==> src/rtl/if_stage_sramlike_pkg.sv <==
// if_stage_sramlike_pkg: shared bus widths and fetch FSM states for the SRAM-like fetch stage
package if_stage_sramlike_pkg;
  localparam int BR_BUS_WD = 33;
  localparam int FS_TO_DS_BUS_WD = 64;
  typedef enum logic [1:0] {S_IDLE = 2'd0, S_REQ = 2'd1, S_WAIT = 2'd2} fs_state_t;
endpackage

==> src/rtl/if_stage_sramlike_fs_ibuf.sv <==
// fs_ibuf: synchronous FIFO holding fetched {inst, pc} words, flush beats push and pop
module fs_ibuf #(
  parameter int WIDTH = 64,
  parameter int DEPTH = 2
) (
  input  logic                           clk,
  input  logic                           reset,
  input  logic                           push,
  input  logic                           pop,
  input  logic                           flush,
  input  logic [WIDTH-1:0]               din,
  output logic [$clog2(DEPTH+1)-1:0]     count,
  output logic [WIDTH-1:0]               dout
);
  localparam int AW = DEPTH > 1 ? $clog2(DEPTH) : 1;
  localparam int CW = $clog2(DEPTH+1);
  logic [WIDTH-1:0] mem [DEPTH];
  logic [AW-1:0] rd, wr;
  function automatic logic [AW-1:0] inc(input logic [AW-1:0] p);
    return p == AW'(DEPTH-1) ? '0 : p + 1'b1;
  endfunction
  always_ff @(posedge clk)
    if (reset || flush) begin
      rd <= '0;
      wr <= '0;
      count <= '0;
    end else begin
      if (push) begin
        mem[wr] <= din;
        wr <= inc(wr);
      end
      if (pop) rd <= inc(rd);
      count <= count + CW'(push) - CW'(pop);
    end
  assign dout = mem[rd];
endmodule

==> src/rtl/if_stage_sramlike.sv <==
// if_stage_sramlike: fetch stage on an SRAM-like instruction bus with a branch-flushable instruction buffer
module if_stage_sramlike
  import if_stage_sramlike_pkg::*;
#(
  parameter logic [31:0] RESET_PC = 32'h1c000000,
  parameter int IBUF_DEPTH = 2
) (
  input  logic                       clk,
  input  logic                       reset,
  input  logic                       ds_allowin,
  input  logic [BR_BUS_WD-1:0]       br_bus,
  output logic                       fs_to_ds_valid,
  output logic [FS_TO_DS_BUS_WD-1:0] fs_to_ds_bus,
  output logic                       inst_req,
  output logic                       inst_wr,
  output logic [1:0]                 inst_size,
  output logic [31:0]                inst_addr,
  output logic [3:0]                 inst_wstrb,
  output logic [31:0]                inst_wdata,
  input  logic                       inst_addr_ok,
  input  logic                       inst_data_ok,
  input  logic [31:0]                inst_rdata
);
  localparam int CW = $clog2(IBUF_DEPTH+1);
  fs_state_t state;
  logic [31:0] fetch_pc, req_pc, redir_pc, br_target;
  logic cancel, redir_pending, br_taken, push, pop, room;
  logic [CW-1:0] count, nxt_cnt;
  assign {br_taken, br_target} = br_bus;
  assign inst_req = state == S_REQ && !reset;
  assign inst_addr = fetch_pc;
  assign inst_wr = 1'b0;
  assign inst_size = 2'b10;
  assign inst_wstrb = 4'b0;
  assign inst_wdata = 32'b0;
  assign fs_to_ds_valid = count != '0 && !reset;
  assign pop = fs_to_ds_valid && ds_allowin;
  assign push = state == S_WAIT && inst_data_ok && !cancel && !br_taken;
  // occupancy after this edge decides whether another request may be issued
  assign nxt_cnt = br_taken ? '0 : count + CW'(push) - CW'(pop);
  assign room = nxt_cnt < CW'(IBUF_DEPTH);
  fs_ibuf #(.WIDTH(FS_TO_DS_BUS_WD), .DEPTH(IBUF_DEPTH)) u_ibuf (
    .clk(clk),
    .reset(reset),
    .push(push),
    .pop(pop),
    .flush(br_taken),
    .din({inst_rdata, req_pc}),
    .count(count),
    .dout(fs_to_ds_bus)
  );
  always_ff @(posedge clk)
    if (reset) begin
      state <= S_REQ;
      fetch_pc <= RESET_PC;
      req_pc <= RESET_PC;
      redir_pc <= '0;
      cancel <= 1'b0;
      redir_pending <= 1'b0;
    end else
      case (state)
        S_IDLE: begin
          if (br_taken) fetch_pc <= br_target;
          if (room) state <= S_REQ;
        end
        S_REQ:
          if (inst_addr_ok) begin
            state <= S_WAIT;
            req_pc <= fetch_pc;
            redir_pending <= 1'b0;
            cancel <= br_taken || redir_pending;
            fetch_pc <= br_taken ? br_target : redir_pending ? redir_pc : fetch_pc + 32'd4;
          end else if (br_taken) begin
            // address must hold until accepted, so remember the redirect for later
            redir_pending <= 1'b1;
            redir_pc <= br_target;
          end
        S_WAIT: begin
          if (br_taken) fetch_pc <= br_target;
          if (inst_data_ok) begin
            cancel <= 1'b0;
            state <= room ? S_REQ : S_IDLE;
          end else if (br_taken) cancel <= 1'b1;
        end
        default: state <= S_REQ;
      endcase
endmodule

==> config.mk <==
export PLATFORM = sky130hd
export DESIGN_NAME = if_stage_sramlike
export DESIGN_NICKNAME = d
export VERILOG_FILES = /design/src/rtl/if_stage_sramlike_pkg.sv /design/src/rtl/if_stage_sramlike_fs_ibuf.sv /design/src/rtl/if_stage_sramlike.sv
export SDC_FILE = /design/constraint.sdc
export NUM_CORES = 1
export LEC_CHECK = 0
export CAP_MARGIN = 15
export CORE_AREA = 2 2 139 141
export CTS_CLUSTER_DIAMETER = 40
export DETAILED_ROUTE_END_ITERATION = 8
export DIE_AREA = 0 0 141 143
export GPL_ROUTABILITY_DRIVEN = 1
export PLACE_DENSITY_LB_ADDON = 0.25
export RECOVER_POWER = 50
export SLEW_MARGIN = 20
export SYNTH_ARGS = -nofsm -noshare
export SYNTH_HDL_FRONTEND = slang
export SYNTH_SLANG_ARGS = --single-unit
==> constraint.sdc <==
create_clock -name clk -period 19.9 [get_ports clk]
set_clock_uncertainty 0.1 [all_clocks]
set_input_delay 5.97 -clock clk [delete_from_list [all_inputs] [get_ports clk]]
set_output_delay 5.97 -clock clk [all_outputs]
set_load 0.05 [all_outputs]
== After elaboration in Yosys (flattened, before gate mapping) ==
Memory sizes are Yosys's and may differ from the RTL's. A register that Yosys moved wholly into a read port is not among the register bits.
Cells that the tools add are included.
Widths: inputs -> output; s select.

* Flip-flop bits (word level): 104
* RAM bits: 128
* Input bits: 70
* Output and inout bits: 137
* Logic and storage cells: 70
* Memories: 1

* Add/sub/neg operators: 5
* Order comparisons: 1
* Equal/unequal tests: 7
* Multiplexer cells: 23
* Bitwise logic cells: 1
* Reductions and logical operators: 23

{| class="wikitable"
|+ Memories
! memory !! depth !! bits a word !! read ports !! clocked after Yosys merged registers in !! wr ports !! line !! text
|-
| u_ibuf.mem || 2 || 64 || 1 || 1 || 1 || if_stage_sramlike_fs_ibuf.sv:17 || <nowiki>logic [WIDTH-1:0] mem [DEPTH];</nowiki>
|}

{| class="wikitable"
|+ Operator list
! cell !! number
|-
| $mux 32 || 4
|-
| $pmux 32 s2 || 1
|-
| $add 32x3->32 const B || 1
|-
| $mux 1 || 12
|-
| $reduce_and 3->1 || 4
|-
| $mux 2 || 4
|-
| $reduce_bool 2->1 || 4
|-
| $logic_and 1x1->1 || 6
|-
| $ne 2x2->1 const B || 3
|-
| $pmux 2 s3 || 1
|-
| $reduce_and 2->1 || 2
|-
| $logic_not 1->1 || 3
|-
| $ne 3x3->1 const B || 1
|-
| $add 1x1->1 const B || 2
|-
| $add 2x1->2 || 1
|-
| $eq 2x1->1 const B || 1
|-
| $eq 2x2->1 const B || 1
|-
| $logic_not 2->1 || 1
|-
| $logic_or 1x1->1 || 2
|-
| $lt 2x2->1 const B || 1
|-
| $ne 2x1->1 const B || 1
|-
| $pmux 1 s2 || 1
|-
| $reduce_or 2->1 || 1
|-
| $sub 2x1->2 || 1
|-
| $not 1->1 || 1
|}

== Logic depth before layout (Yosys ltp) ==
* Word-level depth: 11
* Depth in mapped cells: 11
* Mapped depth without buffers: 11

== Modules after synthesis ==
From an unflattened synthesis, not the netlist that was laid out.

* Cells, all modules: 916
* Area total of the unflattened synthesis: 10307.4 µm²

{| class="wikitable"
|+ By module, submodules not included
! module !! instances !! cells an instance !! area each (µm²) !! seq. area each (µm²)
|-
| if_stage_sramlike || 1 || 697 || 5168.7 || 2001.9
|-
| fs_ibuf || 1 || 219 || 5138.7 || 3943.8
|}

== Least setup slack after synthesis ==
No wires, ideal clock.

* Kind: input-to-output
* Start point: input port reset
* End point: output port inst_req
* Data arrival time: 7.537 ns
* Required time: 13.830 ns
* Path slack: 6.293 ns
* Stages on the path: 4
* Path buffers: 3
* Cells stage by stage: clkbuf_1 -> buf_2 -> clkbuf_1 -> nor3_1

* Longest elaborated chain between the ends: 2

{| class="wikitable"
|+ RTL lines
! item !! line !! text
|-
| from (decl) || if_stage_sramlike.sv:9 || <nowiki>input logic reset,</nowiki>
|-
| $logic_not 1->1 || if_stage_sramlike.sv:30 || <nowiki>assign inst_req = state == S_REQ && !reset;</nowiki>
|-
| $logic_and 1x1->1 || if_stage_sramlike.sv:30 ||
|-
| to (decl) || if_stage_sramlike.sv:14 || <nowiki>output logic inst_req,</nowiki>
|}

Every way passes these cells.

== Worst setup path after layout ==
Ends and elaborated chain as after synthesis.

==> metrics <==
register area share after synthesis 59.3%; CP max-delay cell clkbuf_1; setup TNS 0 ns; non-filler cells, final 1337; total wire length 23100 um; synthesized area per cell about 11 um2; Routed WL per cell approximately 17 um; Leak Pwr 0.00447 uW; postcts setup bufs 0; Yosys top cell by area edfxtp_1; Clock transition at path regs approximately 0.05 ns; most frequent cells after synthesis nand2_1, edfxtp_1, dfxtp_1, a21oi_1, mux2_2; Worst VDD drop 0.0562 mV; hold crit path type reg -> reg; stages on the worst setup path 3; register share of total power 45.3%; number of synthesized flops with an enable pin between 100 and 150; fin nets 1151; die width 141 um; initial antenna violation count 1; global-route wire length before repair 36100 um; Starting Density 54.0%; Detail Placement HPWL between 10000 and 15000 um; CP Launch Type input pin; clock latency on the worst-skew pair 0.53 ns; post-synthesis cell area 10000 um2; # hold bufs at CTS 0; most frequent cell after synthesis nand2_1; CTS tree built; Clock Sinks 233; die height 143 um; CTS root buffer clkbuf_16; GRT Overall Usage 22.3%; crit-path leading delay family buffers and inverters; PortBufs between 150 and 200; placed cell count 1280; uppermost layer routed met4; R2R cell count 5; H-tree depth 1; largest net degree at the start of global routing 73; Ports slightly above 200; layout cells sized above 1 12.3%; vias in the first global route between 6000 and 7000; combinational group share of total power about a tenth; Max Cap Violations 4; Gate Count Post-Synth just over 900; failing checks capacitance limit, slew limit; GRT overflow 0; post-synthesis cell type count 61; crit-path cells clkbuf_1, nor3_1, clkdlybuf4s50_1; DIE AREA 20200 um2; vias per inst 5.47; worst r2r dst inst_addr[20]$_SDFFE_PP0P_; Async S/R FF share, synth 0%; CTS Buf Count 30; Slew Limit Fails 182; slew margin rel. -116%; Critical path buffers and inverters 2; Switching Fraction approximately 25%; Placer Congestion 0.845; DR vias 7314; CP Launch Point reset; metal3 WL 1620 um; worst flop-to-flop path startpoint state[0]$_SDFFE_PP1P_; # DRC 0; Fin Hold WS 0.353 ns; Max Fclk between 0.07 and 0.08 GHz; outcome complete, but fails checks; RSZ-0062 raised after global routing no; Pint 885 uW; metal1 wirelength 10300 um; Main synth FF type edfxtp_1; cell area after layout 12600 um2; Final min period around 14 ns; Worst Tran Pin Value 3.24 ns; Syn. warnings 0; # rows 50; power after layout 1180 uW; Critical Path AT 8.07 ns; DRT iter0 DRCs roughly 700; core area between 15000 and 20000 um2; Final ANT Viol Nets 0; FILL cells 1419; Synth top area share 38.3%; Switch Pwr 300 uW; drt pass-1 iters 5; instance area after placement 11700 um2; Req. time, crit path 13.83 ns; crit-path max cell delay 1.16 ns; Detail Route met2 WL 10700 um; worst-path maximum fanout 35; crit path capture type output pin; area grow syn2layout 25.9%; Tcrit/Tclk final 71.0%; Synth area leaders edfxtp_1, dfxtp_1, mux2_2; clock network power share 44.1%; endpoints failing setup 0; final hold viol count 0; Resize count post-CTS 0; Power Dens Cells around 94 nW/um2; end point of the critical path inst_req; CTS max path bufs 3; Seq cells post-synth 233; R2R Setup Slk between 15 and 20 ns; Setup Crit Path Kind in -> out
[tightest hold or removal path, delay by kind of cell, from the launching register on]
family	cells	cell delay, ns
DFF	1	0.30
and+or+nand+nor	1	0.05
AOI/OAI and AO/OA	1	0.05
[state kept, by name, indices dropped and copies added, names as in the netlist, named ones only]
signal and cells:
u_ibuf.mem 128, inst_addr 32, redir_pc 32, req_pc 32, state 2, u_ibuf.count 2, cancel 1, redir_pending 1
u_ibuf.rd 1, u_ibuf.wr 1
[area by class of cell]
cell class / count / area [um2] / area share (%)
flip-flops and latches: 233 / 5950 / 47.1
diodes: 1 / 2.50 / 0.0198
multi-input cells: 615 / 3590 / 28.4
clock inverters: 21 / 189 / 1.50
well taps: 234 / 293 / 2.32
repair buffers: 179 / 1740 / 13.8
clock buffers: 35 / 801 / 6.34
inverters: 19 / 71.3 / 0.564
[how the worst min path moves through the flow]
stage	start	end	slack [ns]	cells past startpoint
finish	redir_pc[26]$_SDFFE_PP0P_	redir_pc[26]$_SDFFE_PP0P_	0.35	2
global route	req_pc[6]$_SDFFE_PP0P_	u_ibuf.mem[0][6]$_DFFE_PP_	0.36	0
CTS	redir_pc[26]$_SDFFE_PP0P_	redir_pc[26]$_SDFFE_PP0P_	0.35	2
detailed placement	req_pc[17]$_SDFFE_PP0P_	u_ibuf.mem[1][17]$_DFFE_PP_	0.34	0
global placement	req_pc[0]$_SDFFE_PP0P_	u_ibuf.mem[0][0]$_DFFE_PP_	0.33	0
floorplan	req_pc[0]$_SDFFE_PP0P_	u_ibuf.mem[0][0]$_DFFE_PP_	0.33	0
[power groups by stage]
stage	Sequential (uW)	Clock, uW	Combinational, uW
finish	537	522	126
floorplan	560	0	75.6
CTS	536	531	129
global route	539	552	136
global placement	546	0	126
detailed placement	546	0	128
[metrics by stage]
step,worst slack (ns),util [%]
3_3_place_gp,6.51,62.8
6_report,5.76,68.0
5_1_grt,5.55,68.0
2_1_floorplan,6.29,-
3_5_place_dp,6.56,62.8
4_1_cts,6.54,68.1
[cell families (layout without fill, tap and decap cells)]
| logic type | after synthesis | after routing | share of synthesized area (%) |
|---|---|---|---|
| adders and majority gates | 3 | 3 | 0.374 |
| and+or+nand+nor | 310 | 310 | 14.3 |
| muxes | 69 | 69 | 7.70 |
| DFF | 233 | 233 | 59.3 |
| AOI/OAI and AO/OA | 182 | 182 | 10.8 |
| xor gates and xnor gates | 12 | 12 | 1.05 |
| other | 2 | 40 | 0.0749 |
| buffers and inverters | 122 | 254 | 6.49 |
[cells in the final DEF, fill, tap and decap left out, drive strengths merged, types with 4 or more instances in the layout]
cell type,instances
dlygate4sd3,54
a211oi,10
clkinv,14
nand2,177
nor2,35
a21oi,100
mux2i,4
edfxtp,128
a31oi,9
a311oi,4
xor2,4
a21o,5
nand3,28
nor4,9
conb,39
inv,19
mux2,65
o21ai,27
buf,8
dfxtp,105
clkbuf,40
nand2b,6
clkinvlp,4
xnor2,8
and3,11
nor3,13
nand4,12
a311o,4
clkdlybuf4s50,112
[routing by layer]
layer  global-route usage [%]  vias to the layer above
met4                     6.53                        0
li1                         -                     3559
met5                        0                        -
met3                     3.86                       35
met1                     31.6                     3413
met2                     35.7                      307
Power figures use the tool's default switching activity.
